--- config.mk ---
export PLATFORM = sky130hd
export DESIGN_NAME = ws2812_driver
export DESIGN_NICKNAME = d
export VERILOG_FILES = /design/src/rtl/ws2812_driver.sv
export SDC_FILE = /design/constraint.sdc
export NUM_CORES = 1
export LEC_CHECK = 0
export CAP_MARGIN = 30
export CORE_ASPECT_RATIO = 2
export CORE_MARGIN = 5
export CORE_UTILIZATION = 60
export DETAILED_ROUTE_END_ITERATION = 10
export PLACE_DENSITY = 0.82
export SETUP_SLACK_MARGIN = 0.02
export SYNTH_ARGS = -nofsm -noshare
export SYNTH_HDL_FRONTEND = slang
export SYNTH_SLANG_ARGS = --single-unit
export TNS_END_PERCENT = 10
--- constraint.sdc ---
create_clock -name clk -period 4.9 [get_ports clk]
set_clock_uncertainty 0.15 [all_clocks]
set_input_delay 0.98 -clock clk [delete_from_list [all_inputs] [get_ports clk]]
set_output_delay 0.98 -clock clk [all_outputs]
set_load 0.01 [all_outputs]
--- src/rtl/ws2812_driver.sv ---
// WS2812 pixel-chain driver: per-pixel colour buffer serialised as GRB, MSB first, then a latch gap.
// Define WS2812_AUTO_REFRESH_EN to repeat frames continuously instead of only after buffer writes.
module ws2812_driver #(
    parameter int NUM_LEDS  = 7,
    parameter int BIT_CYC   = 15,
    parameter int T0H_CYC   = 4,
    parameter int T1H_CYC   = 8,
    parameter int LATCH_CYC = 960
) (
    input  logic        clk,
    input  logic        reset,
    input  logic        write,
    input  logic [7:0]  led_num,
    input  logic [23:0] rgb_data,
    output logic        data,
    output logic        busy
);

    localparam int PW = (NUM_LEDS > 1) ? $clog2(NUM_LEDS) : 1;
    localparam int CW = $clog2(BIT_CYC + 1);
    localparam int LW = $clog2(LATCH_CYC + 1);

    localparam logic [PW-1:0] PIX_LAST   = PW'(NUM_LEDS - 1);
    localparam logic [CW-1:0] CYC_LAST   = CW'(BIT_CYC - 1);
    localparam logic [CW-1:0] T0H_L      = CW'(T0H_CYC);
    localparam logic [CW-1:0] T1H_L      = CW'(T1H_CYC);
    localparam logic [LW-1:0] LATCH_LAST = LW'(LATCH_CYC - 1);
    localparam logic [7:0]    NUM_LEDS_L = 8'(NUM_LEDS);
    localparam logic [4:0]    BIT_LAST   = 5'd23;

    typedef enum logic [1:0] {
        ST_LATCH,
        ST_IDLE,
        ST_SEND
    } state_e;

    state_e          state_q, state_d;
    logic [LW-1:0]   latch_cnt_q, latch_cnt_d;
    logic [CW-1:0]   cyc_q, cyc_d;
    logic [4:0]      bit_q, bit_d;
    logic [PW-1:0]   pix_q, pix_d;
    logic [23:0]     word_q, word_d;
    logic            dirty_q, dirty_d;
    logic            data_q, data_d;
    logic            busy_q, busy_d;

    logic [23:0]     pix_buf_q [NUM_LEDS];
    logic            wr_en;
    logic [PW-1:0]   wr_idx;
    logic [PW-1:0]   fetch_idx;
    logic [23:0]     fetch_rgb;
    logic [23:0]     fetch_word;

    assign wr_en  = write && (led_num < NUM_LEDS_L);
    assign wr_idx = led_num[PW-1:0];

    // NOTE: the colour buffer is plain storage with no reset; only control state is reset.
    always_ff @(posedge clk) begin
        if (wr_en) begin
            pix_buf_q[wr_idx] <= rgb_data;
        end
    end

    // Outside SEND the next pixel to fetch is always pixel 0.
    assign fetch_idx  = (state_q == ST_SEND && pix_q != PIX_LAST) ? pix_q + PW'(1) : '0;
    assign fetch_rgb  = pix_buf_q[fetch_idx];
    assign fetch_word = {fetch_rgb[15:8], fetch_rgb[7:0], fetch_rgb[23:16]};

    always_comb begin
        // NOTE: every output of this block gets a default first, so no path can infer a latch.
        state_d     = state_q;
        latch_cnt_d = latch_cnt_q;
        cyc_d       = cyc_q;
        bit_d       = bit_q;
        pix_d       = pix_q;
        word_d      = word_q;
        dirty_d     = dirty_q;

        case (state_q)
            ST_LATCH: begin
                if (latch_cnt_q == LATCH_LAST) begin
`ifdef WS2812_AUTO_REFRESH_EN
                    state_d = ST_SEND;
`else
                    state_d = dirty_q ? ST_SEND : ST_IDLE;
`endif
                end else begin
                    latch_cnt_d = latch_cnt_q + LW'(1);
                end
            end
            ST_IDLE: begin
                if (dirty_q) begin
                    state_d = ST_SEND;
                end
            end
            ST_SEND: begin
                if (cyc_q == CYC_LAST) begin
                    cyc_d = '0;
                    if (bit_q == BIT_LAST) begin
                        bit_d = '0;
                        if (pix_q == PIX_LAST) begin
                            pix_d       = '0;
                            latch_cnt_d = '0;
                            state_d     = ST_LATCH;
                        end else begin
                            pix_d  = fetch_idx;
                            word_d = fetch_word;
                        end
                    end else begin
                        bit_d  = bit_q + 5'd1;
                        word_d = {word_q[22:0], 1'b0};
                    end
                end else begin
                    cyc_d = cyc_q + CW'(1);
                end
            end
            default: state_d = ST_LATCH;
        endcase

        // Frame start: pixel 0 is captured on the same edge its first bit begins.
        if (state_q != ST_SEND && state_d == ST_SEND) begin
            cyc_d   = '0;
            bit_d   = '0;
            pix_d   = '0;
            word_d  = fetch_word;
            dirty_d = 1'b0;
        end

        if (wr_en) begin
            dirty_d = 1'b1;
        end

        // Outputs are computed from next-state so the registered pin lines up with the bit slot.
        busy_d = (state_d == ST_SEND);
        data_d = busy_d && (cyc_d < (word_d[23] ? T1H_L : T0H_L));
    end

    // NOTE: sequential state uses non-blocking assignments only.
    always_ff @(posedge clk or posedge reset) begin
        if (reset) begin
            state_q     <= ST_LATCH;
            latch_cnt_q <= '0;
            cyc_q       <= '0;
            bit_q       <= '0;
            pix_q       <= '0;
            word_q      <= '0;
            dirty_q     <= 1'b1;
            data_q      <= 1'b0;
            busy_q      <= 1'b0;
        end else begin
            state_q     <= state_d;
            latch_cnt_q <= latch_cnt_d;
            cyc_q       <= cyc_d;
            bit_q       <= bit_d;
            pix_q       <= pix_d;
            word_q      <= word_d;
            dirty_q     <= dirty_d;
            data_q      <= data_d;
            busy_q      <= busy_d;
        end
    end

    assign data = data_q;
    assign busy = busy_q;

endmodule

### Word-level counts from Yosys, hierarchy flattened

Memory sizes are Yosys's and may differ from the RTL's.
Index checks and enable logic that the tools add are counted.

* register bits: 51
* bits in writable memories: 168
* input bits: 35
* output and inout bits: 2
* memories: 1

Memory list
* pix_buf_q: depth 7, width 24, rd ports 1, clocked after memory_dff 0, wr ports 1, RTL line 47 `logic [23:0] pix_buf_q [NUM_LEDS];`

* add/subtract/negate cells: 4
* order comparisons: 2
* equal/unequal tests: 14
* multiplexer cells: 35
* reductions and logical operators: 14

Operator list (count)
* $mux 24: 5
* $mux 10: 4
* $mux 5: 4
* $pmux 10 s2: 1
* $mux 3: 6
* $mux 4: 4
* $mux 2: 6
* $add 10x1->10 const B: 1
* $eq 10x10->1 const B: 1
* $reduce_bool 2->1: 5
* $lt 8x3->1 const B: 1
* $ne 2x1->1 const B: 3
* $pmux 2 s3: 1
* $reduce_and 3->1: 2
* $add 5x1->5 const B: 1
* $eq 5x5->1 const B: 1
* $reduce_and 5->1: 1
* $add 4x1->4 const B: 1
* $eq 2x2->1 const B: 2
* $eq 4x4->1 const B: 1
* $logic_and 1x1->1: 4
* $lt 4x4->1: 1
* $mux 1: 4
* $ne 2x2->1 const B: 2
* 7 further kinds: 7

### Longest topological paths before layout

Gate-level depths: netlist of the first run.
An unclocked memory read counts as a cell.

* word-level depth: 12
* depth in mapped cells: 15
* mapped depth without buffers: 11

### Worst setup path before layout of the first run

No wires, ideal clock.

* kind: input port to flip-flop
* start point: in led_num[4]
* end point: mem pix_buf_q[0][0] (enable)
* library setup time: 0.435 ns
* data arrival time: 3.546 ns
* required time: 4.315 ns
* setup slack: 0.768 ns
* stages: 4
* buffers on the path: 0
* cells stage by stage: or4b_1 nor3_1 nand2b_1 nor3_1

* word-level cells in the longest chain between the ends: 4

RTL lines
* from (decl): RTL line 13 `input logic [7:0] led_num,`
* $lt 8x3->1: RTL line 54 `assign wr_en = write && (led_num < NUM_LEDS_L);`
* $logic_and 1x1->1: RTL line 54
* $mux 1: RTL line 59 `if (wr_en) begin`
* $mux 1 (implied by the code): RTL line 60 `pix_buf_q[wr_idx] <= rgb_data;`
* to (decl): RTL line 47

No other way between the ends.

### Worst setup path after layout of the first run

* start point: reg state_q[1]
* end point: reg data_q, in the netlist data

* word-level cells in the longest chain between the ends: 12

RTL lines
* from (decl): RTL line 37 `state_e state_q, state_d;`
* from (signal assigned): RTL line 151 `state_q <= state_d;`
* $eq 2x2->1: RTL line 65, 79
* $logic_and 1x1->1: RTL line 65 `assign fetch_idx = (state_q == ST_SEND && pix_q != PIX_LAST) ? pix_q + PW'(1) : '0;`
* $mux 3: RTL line 65
* $mem_v2 7x24
* $mux 24: RTL line 101 `if (pix_q == PIX_LAST) begin`
* $mux 24: RTL line 99 `if (bit_q == BIT_LAST) begin`
* $mux 24: RTL line 97 `if (cyc_q == CYC_LAST) begin`
* $mux 24: RTL line 79 `case (state_q)`
* $mux 24: RTL line 121 `if (state_q != ST_SEND && state_d == ST_SEND) begin`
* $mux 4: RTL line 135 `data_d = busy_d && (cyc_d < (word_d[23] ? T1H_L : T0H_L));`
* $lt 4x4->1: RTL line 135
* $logic_and 1x1->1 *: RTL line 135
* via data_d: RTL line 44 `logic data_q, data_d;`
* to (signal assigned): RTL line 158 `data_q <= data_d;`
* to (decl): RTL line 44

The timed path passes the listed nets; every way through them passes the cells marked *. The select of a mux whose other input is x is not followed.
A chain may end at the register's enable or synchronous reset.

==> results of run 1 <==
## final cells by class
class / count / area [um^2] / area share (%)
well taps: 198 / 248 / 2.34
inverters: 7 / 26.3 / 0.248
flip-flops and latches: 219 / 6320 / 59.7
clock inverters: 11 / 95.1 / 0.898
repair buffers: 54 / 519 / 4.90
multi-input cells: 403 / 2820 / 26.6
clock buffers: 25 / 561 / 5.29
## placed cells by master, fill, tap and decap left out, types with 4 or more instances in the layout
cell / instances
mux2_2: 31
a21oi_1: 27
o31ai_1: 14
ha_1: 6
edfxtp_1: 168
nor2_2: 6
nand2_1: 44
nand4_1: 15
mux2_1: 4
clkdlybuf4s50_1: 36
a22o_1: 15
o2bb2ai_1: 13
nor2_1: 39
o21ai_1: 12
nand2b_1: 9
a2111oi_0: 13
mux2i_1: 10
o22ai_1: 13
a221oi_1: 10
o21ai_0: 14
nor2b_1: 6
inv_1: 6
clkbuf_16: 21
nor3_2: 4
dfrtp_1: 50
or3_1: 16
a31o_2: 13
buf_4: 15
nand3_1: 10
a22oi_1: 9
## power breakdown
group | switching [W] | internal [W]
combinational | 0.0000353 | 0.0000276
clock | 0.000664 | 0.000873
sequential | 0.000000892 | 0.00200
total | 0.000700 | 0.00290
## path summary, 6_finish.rpt
path                             from         to  slack (ps)  cells after the start
setup / recovery           state_q[1]       data         900                      9
hold / removal               bit_q[4]   bit_q[4]         330                      1
setup reg to reg           state_q[1]       data         900                      9
hold reg to reg              bit_q[4]   bit_q[4]         330                      1
max in group asynchronous       reset    dirty_q        3480                      3
min in group asynchronous       reset  word_q[2]         560                      2
## routing by layer
metal,GRT usage (%),wire length [um],part of all wire (%)
met1,25.9,7440,34
met5,0,0,0
met4,12.0,1110,5.1
met3,3.06,1200,5.5
met2,42.9,12000,55
## registers in the layout, indices dropped and copies added (netlist names)
name / flops
bit_q: 5
busy: 1
state_q: 2
latch_cnt_q: 10
pix_buf_q: 168
dirty_q: 1
cyc_q: 4
pix_q: 3
word_q: 24
data: 1
## metrics by stage
| stage | hold WS [ps] | instance area (um^2) | instances |
|---|---|---|---|
| 2_1_floorplan | 287 | 9370 | 674 |
| 3_3_place_gp | 303 | 9890 | 878 |
| 3_5_place_dp | 315 | 9930 | 881 |
| 4_1_cts | 331 | 10600 | 917 |
| 5_1_grt | 369 | 10600 | 917 |
| 6_report | 331 | 10600 | 917 |
## cell families (layout without fill, tap and decap cells)
family / after synthesis / count (layout)
compound gates: 178 / 178
xor+xnor: 4 / 4
fa+ha+maj: 7 / 7
buf+inv: 52 / 97
flops: 219 / 219
mux: 45 / 45
simple gates: 169 / 169
==> results by group, run 1 <==
Logic synthesis
  – Synth Warn #: 0
  – Post-synth top cells: edfxtp_1 (168), dfrtp_1 (50), nand2_1 (44), nor2_1 (44), mux2_2 (31)
  – Post-synth ARST share: 23.3%
  – Largest family of logic cells by synthesized area: compound AO/OA/AOI/OAI gates
  – Synth Area in XOR/XNOR: 0.374%
  – Synthesized instance count: 674
  – Avg Inst Size Synth: 13.9 um^2
  – Post-synth EDFFs: 168
  – Sequential-to-total area share from yosys stat: 67.5%
  – Largest cells by area after synthesis: edfxtp_1 (54%), dfrtp_1 (13%), mux2_2 (3.7%)
  – Count leader, synth: edfxtp_1
  – Mapped Nets: 716
  – Post-synth cell types: 70
  – Share of the synthesized area in the top cell type: 53.9%
  – Compound-Gate Fraction of Synth Area: 14.0%
  – Yosys reg bits: 219
  – Mux cell area share after synthesis: 5.28%
  – Top_reg_cell synth: edfxtp_1
  – Synth area leader: edfxtp_1
  – Post-synthesis simple-gate area fraction: 9.22%
  – Post-synthesis adder-cell area fraction: 0.935%
  – Mapped Area: 9370 um^2

Power
  – PD cells: 340 nW/um^2
  – Pwr Total: 0.00360 W
  – Max VDD drop: 0.353 mV
  – Leak: 3.79 nW

GRT
  – Largest net degree at the start of global routing: 54
  – Grt ovf: 0
  – GRT Util Overall: 23.4%
  – Vias in the first global route: 6,432
  – First-pass GRT wire length: 33,900 um
  – Antenna violations before repair: 0

STA
  – Measured slew at the worst slew-check pin: 1030 ps
  – Slew Viols, Final: 0
  – RSZ-0062 raised after global routing: false
  – PnR worst setup slack: 898 ps
  – Rel. slew slack: 31.2%
  – Crit path time final: 4000 ps
  – Hold Fails Final Rpt: 0
  – Setup violators final: 0
  – Crit share post-route: 81.7%
  – Setup tns final: 0 ps
  – Max Freq: 250 MHz

Critical path
  – Required time worst endpoint: 5160 ps
  – Crit. End Element: register
  – Bufs and invs on worst path: 0
  – Critical path class: reg -> reg
  – Worst Path Max Fanout: 25
  – Crit path max-delay family: simple AND/OR/NAND/NOR gates
  – CP max stage cell: and2b_1
  – Startpoint Class: register
  – CP most frequent cell: a21oi_1
  – Critical Path AT: 4260 ps
  – CP peak stage delay: 900 ps
  – CP cell instances: and2b_1 > nand2_1 > a2bb2oi_1 > a21oi_1 > a21oi_1 > ha_1 > a21boi_0 > o21bai_1 > a221oi_2

Drt
  – Drt first pass iters: 5
  – WL per Instance: 23.7 um
  – Vias per Instance: 6.66
  – Post-DRT Antenna Nets: 0
  – Vias: 6,110
  – DRC Markers: 0
  – Iter 0 DRT Violations: 532
  – Routed WL: 21,700 um

Clock tree
  – Worst-path clk slew: 70 ps
  – PostCTS Resize Cnt: 0
  – Clk_lat worst skew: 490 ps
  – Clk sinks: 219
  – Max Root-Sink Buffers: 3
  – H-tree levels: 1
  – Root buf cell: clkbuf_16
  – CTS tree: built
  – TritonCTS buffer count: 20
  – Post-CTS setup buffer count: 0
  – Hold-fix buffers at CTS: 0

Final layout
  – Share of cells above drive strength 1: 16.1%
  – # fillers: 972
  – Layout Utilization: 69.2%
  – Nets@finish: 747
  – Area delta synth->final: 13.1%
  – Antenna cells: 0

Floorplan
  – Ports: 37
  – Core area: 15,300 um^2
  – Die footprint: 18,400 um^2
  – Die height: 187 um
  – Die Wd: 98.3 um
  – Row count: 64
  – Initial Util: 61.2%

Place
  – Detailed Place HPWL: 13,700 um
  – Routability congestion estimate: 0.830
  – Pre-CTS setup slack: 1050 ps
  – IO buf count: 36

Hold path
  – Class of the most critical hold timing path: reg -> reg

Flow run
  – MaxCap Viol Count: 0

Status
  – Outcome: complete, no violations
(Power assumes the default switching activity.)
==> run 2: changes to the inputs <==
--- a/config.mk
+++ b/config.mk
@@ -8,9 +8,9 @@
 export CAP_MARGIN = 30
 export CORE_ASPECT_RATIO = 2
 export CORE_MARGIN = 5
-export CORE_UTILIZATION = 60
+export CORE_UTILIZATION = 55
 export DETAILED_ROUTE_END_ITERATION = 10
-export PLACE_DENSITY = 0.82
+export PLACE_DENSITY = 0.79
 export SETUP_SLACK_MARGIN = 0.02
 export SYNTH_ARGS = -nofsm -noshare
 export SYNTH_HDL_FRONTEND = slang
==> constraint.sdc (replaced) <==
create_clock -name clk -period 3.5 [get_ports clk]
set_clock_uncertainty 0.15 [all_clocks]
set_input_delay 0.7 -clock clk [delete_from_list [all_inputs] [get_ports clk]]
set_output_delay 0.7 -clock clk [all_outputs]
set_load 0.01 [all_outputs]
==> run 2 against run 1 <==
Combinational power is 44% higher. Utilization is 6.0 points lower. Die area is 8.4% higher. Critical endpoint unchanged. Sequential share of layout area is 0.084 points lower.
==> results by group, run 2 (same netlist as run 1, synthesis figures left out) <==
STA
  – Measured slew at the worst slew-check pin: 866 ps (-166 ps)
  – Worst hold margin: 333 ps (+1.94 ps)
  – Max Freq: 320 MHz (+28%)
  – Setup violators final: 0 (unchanged)
  – Crit path time final: 3130 ps (-877 ps)
  – Hold Fails Final Rpt: 0 (unchanged)
  – Setup tns final: 0 ps (unchanged)
  – Rel. slew slack: 40.8% (+9.6 points)
  – PnR worst setup slack: 375 ps (-523 ps)
  – Crit share post-route: 89.3% (+7.6 points)
  – Slew Viols, Final: 0 (unchanged)
  – RSZ-0062 raised after global routing: false

Drt
  – Max layer used: met4
  – Met3 Routed Length: 1140 um (-5.0%)
  – DRC Markers: 0 (unchanged)
  – Iter 0 DRT Violations: 414 (-22%)
  – Routed WL: 20,500 um (-5.6%)
  – Vias per Instance: 6.52 (-2.2%)
  – WL per Instance: 22.0 um (-7.1%)
  – Vias: 6,072 (-0.62%)
  – Post-DRT Antenna Nets: 0 (unchanged)
  – Drt first pass iters: 7 (+2)
  – Routed wl met2: 10,800 um (-9.3%)
  – WL met1: 7860 um (+5.6%)

Clock tree
  – TritonCTS buffer count: 19 (-5.0%)
  – CTS tree: built
  – Post-CTS setup buffer count: 0 (unchanged)
  – Max Root-Sink Buffers: 3 (unchanged)
  – Worst-path clk slew: 70 ps (about the same)
  – Clk sinks: 219 (unchanged)
  – PostCTS Resize Cnt: 0 (unchanged)
  – Root buf cell: clkbuf_16
  – Hold-fix buffers at CTS: 0 (unchanged)
  – H-tree levels: 1 (unchanged)
  – Clk_lat worst skew: 500 ps (about the same)

Final layout
  – Nets@finish: 754 (+0.94%)
  – Max reg flops: 168 (unchanged)
  – Antenna cells: 0 (unchanged)
  – Commonest cells after routing, fill and taps aside: edfxtp_1 (168), dfrtp_1 (50), nand2_1 (44)
  – Most common cell after layout, fill and taps aside: edfxtp_1
  – Area delta synth->final: 13.2%
  – Top Registers: pix_buf_q (168), word_q (24), latch_cnt_q (10)
  – Layout Utilization: 63.2% (-6.0 points)
  – Most flop-heavy register: pix_buf_q
  – Share of cells above drive strength 1: 16.4% (+0.28 points)

Critical path
  – Critical path class: reg -> reg
  – CP max stage cell: buf_4
  – Crit. End Element: register
  – CP cell instances: ha_2 > buf_4 > nor2b_1 > o211a_1 > a221o_1 > a21oi_1 > ha_1 > a21boi_0 > o21bai_1 > a221oi_2
  – Reg2Reg Depth: 10 (+1)
  – CP peak stage delay: 520 ps (-380 ps)
  – Required time worst endpoint: 3750 ps (-1410 ps)
  – R2R Path End: data
  – Startpoint Class: register
  – Critical Path AT: 3380 ps (-880 ps)
  – Worst Path Max Fanout: 53 (+110%)
  – Register-to-register setup slack: 370 ps (-520 ps)
  – Worst r2r src: pix_q[1]

GRT
  – GRT Util Overall: 21.1% (-2.3 points)
  – Largest net degree at the start of global routing: 54 (unchanged)
  – First-pass GRT wire length: 33,200 um (-2.2%)
  – Grt ovf: 0 (unchanged)
  – Antenna violations before repair: 0 (unchanged)
  – Vias in the first global route: 6,370 (-0.96%)

Hold path
  – Class of the most critical hold timing path: reg -> reg
  – Min-Delay Endpoint: bit_q[4]
  – Hold path depth: 1 (unchanged)
  – Hold Startpoint: bit_q[4]

Power
  – PD cells: 463 nW/um^2 (+36%)
  – Leak: 3.80 nW (+0.23%)
  – Max VDD drop: 0.476 mV (+35%)

Floorplan
  – Core area: 16,800 um^2 (+9.6%)
  – Ports: 37 (unchanged)
  – Die footprint: 19,900 um^2 (+8.4%)
  – Row count: 67 (+4.7%)
  – Die height: 195 um (+4.2%)
  – Initial Util: 55.9% (-5.4 points)
  – Die Wd: 102 um (+4.0%)

Place
  – Detailed Place HPWL: 13,300 um (-3.1%)
  – Pre-CTS setup slack: 332 ps (-719 ps)
  – IO buf count: 36 (unchanged)
  – Routability congestion estimate: 0.840 (+1.2%)

Flow run
  – MaxCap Viol Count: 0 (unchanged)

Status
  – Outcome: complete, no violations
run 2: changes by cell type in the layout (fill, tap and decap cells not counted), sizes merged:
| cell | previous run | this run |
|---|---|---|
| buf | 18 | 26 |
| clkinv | 6 | 5 |
| clkinvlp | 3 | 2 |
run 2: through the flow:
step | cells | area (um^2) | power (W)
2_1_floorplan | 674 | 9370 | 0.00288
5_1_grt | 932 | 10600 | 0.00505
4_1_cts | 932 | 10600 | 0.00495
6_report | 932 | 10600 | 0.00491
3_3_place_gp | 896 | 9980 | 0.00294
3_5_place_dp | 898 | 10000 | 0.00295
run 2: cell type report:
type | instances | area (um^2)
clock buffers | 25 | 508
inverters | 7 | 26.3
flip-flops and latches | 219 | 6320
well taps | 207 | 259
fillers | 1209 | 6160
repair buffers | 62 | 584
clock inverters | 9 | 80.1
multi-input cells | 403 | 2820
run 2: worst max path at each step:
| stage | end | start | cells after the start |
|---|---|---|---|
| CTS | data | pix_q[1] | 10 |
| detailed placement | pix_buf_q[0][11] | led_num[5] | 6 |
| floorplan | pix_buf_q[1][0] | led_num[4] | 4 |
| global placement | data | bit_q[0] | 10 |
| global route | data | pix_q[1] | 10 |
| finish | data | pix_q[1] | 10 |
run 2: power breakdown:
part	switching (W)	internal (W)	leakage (nW)
registers	0.00000120	0.00280	2.20
clock network	0.000908	0.00111	0.281
logic	0.0000516	0.0000387	1.31
run 2: critical path, delay by kind of cell (launching register included):
kind,cells,cell delay [ps]
AOI/OAI and AO/OA,6,1220
adders and majority gates,2,620
buffers and inverters,1,520
DFF,1,410
and+or+nand+nor,1,110
run 2: metal layers:
metal / GRT usage (%) / vias to the layer above
li1: - / 2718
met4: 8.42 / 0
met3: 2.66 / 57
met2: 36.1 / 255
met1: 27.0 / 3042
met5: 0 / -
==> run 3: changes to the inputs <==
--- a/config.mk
+++ b/config.mk
@@ -10,6 +10,7 @@
 export CORE_MARGIN = 5
 export CORE_UTILIZATION = 55
 export DETAILED_ROUTE_END_ITERATION = 10
+export HOLD_SLACK_MARGIN = 0.05
 export PLACE_DENSITY = 0.79
 export SETUP_SLACK_MARGIN = 0.02
 export SYNTH_ARGS = -nofsm -noshare
==> results of run 3 <==
No change in the layout: final DEF, timing and power equal those of run 2.
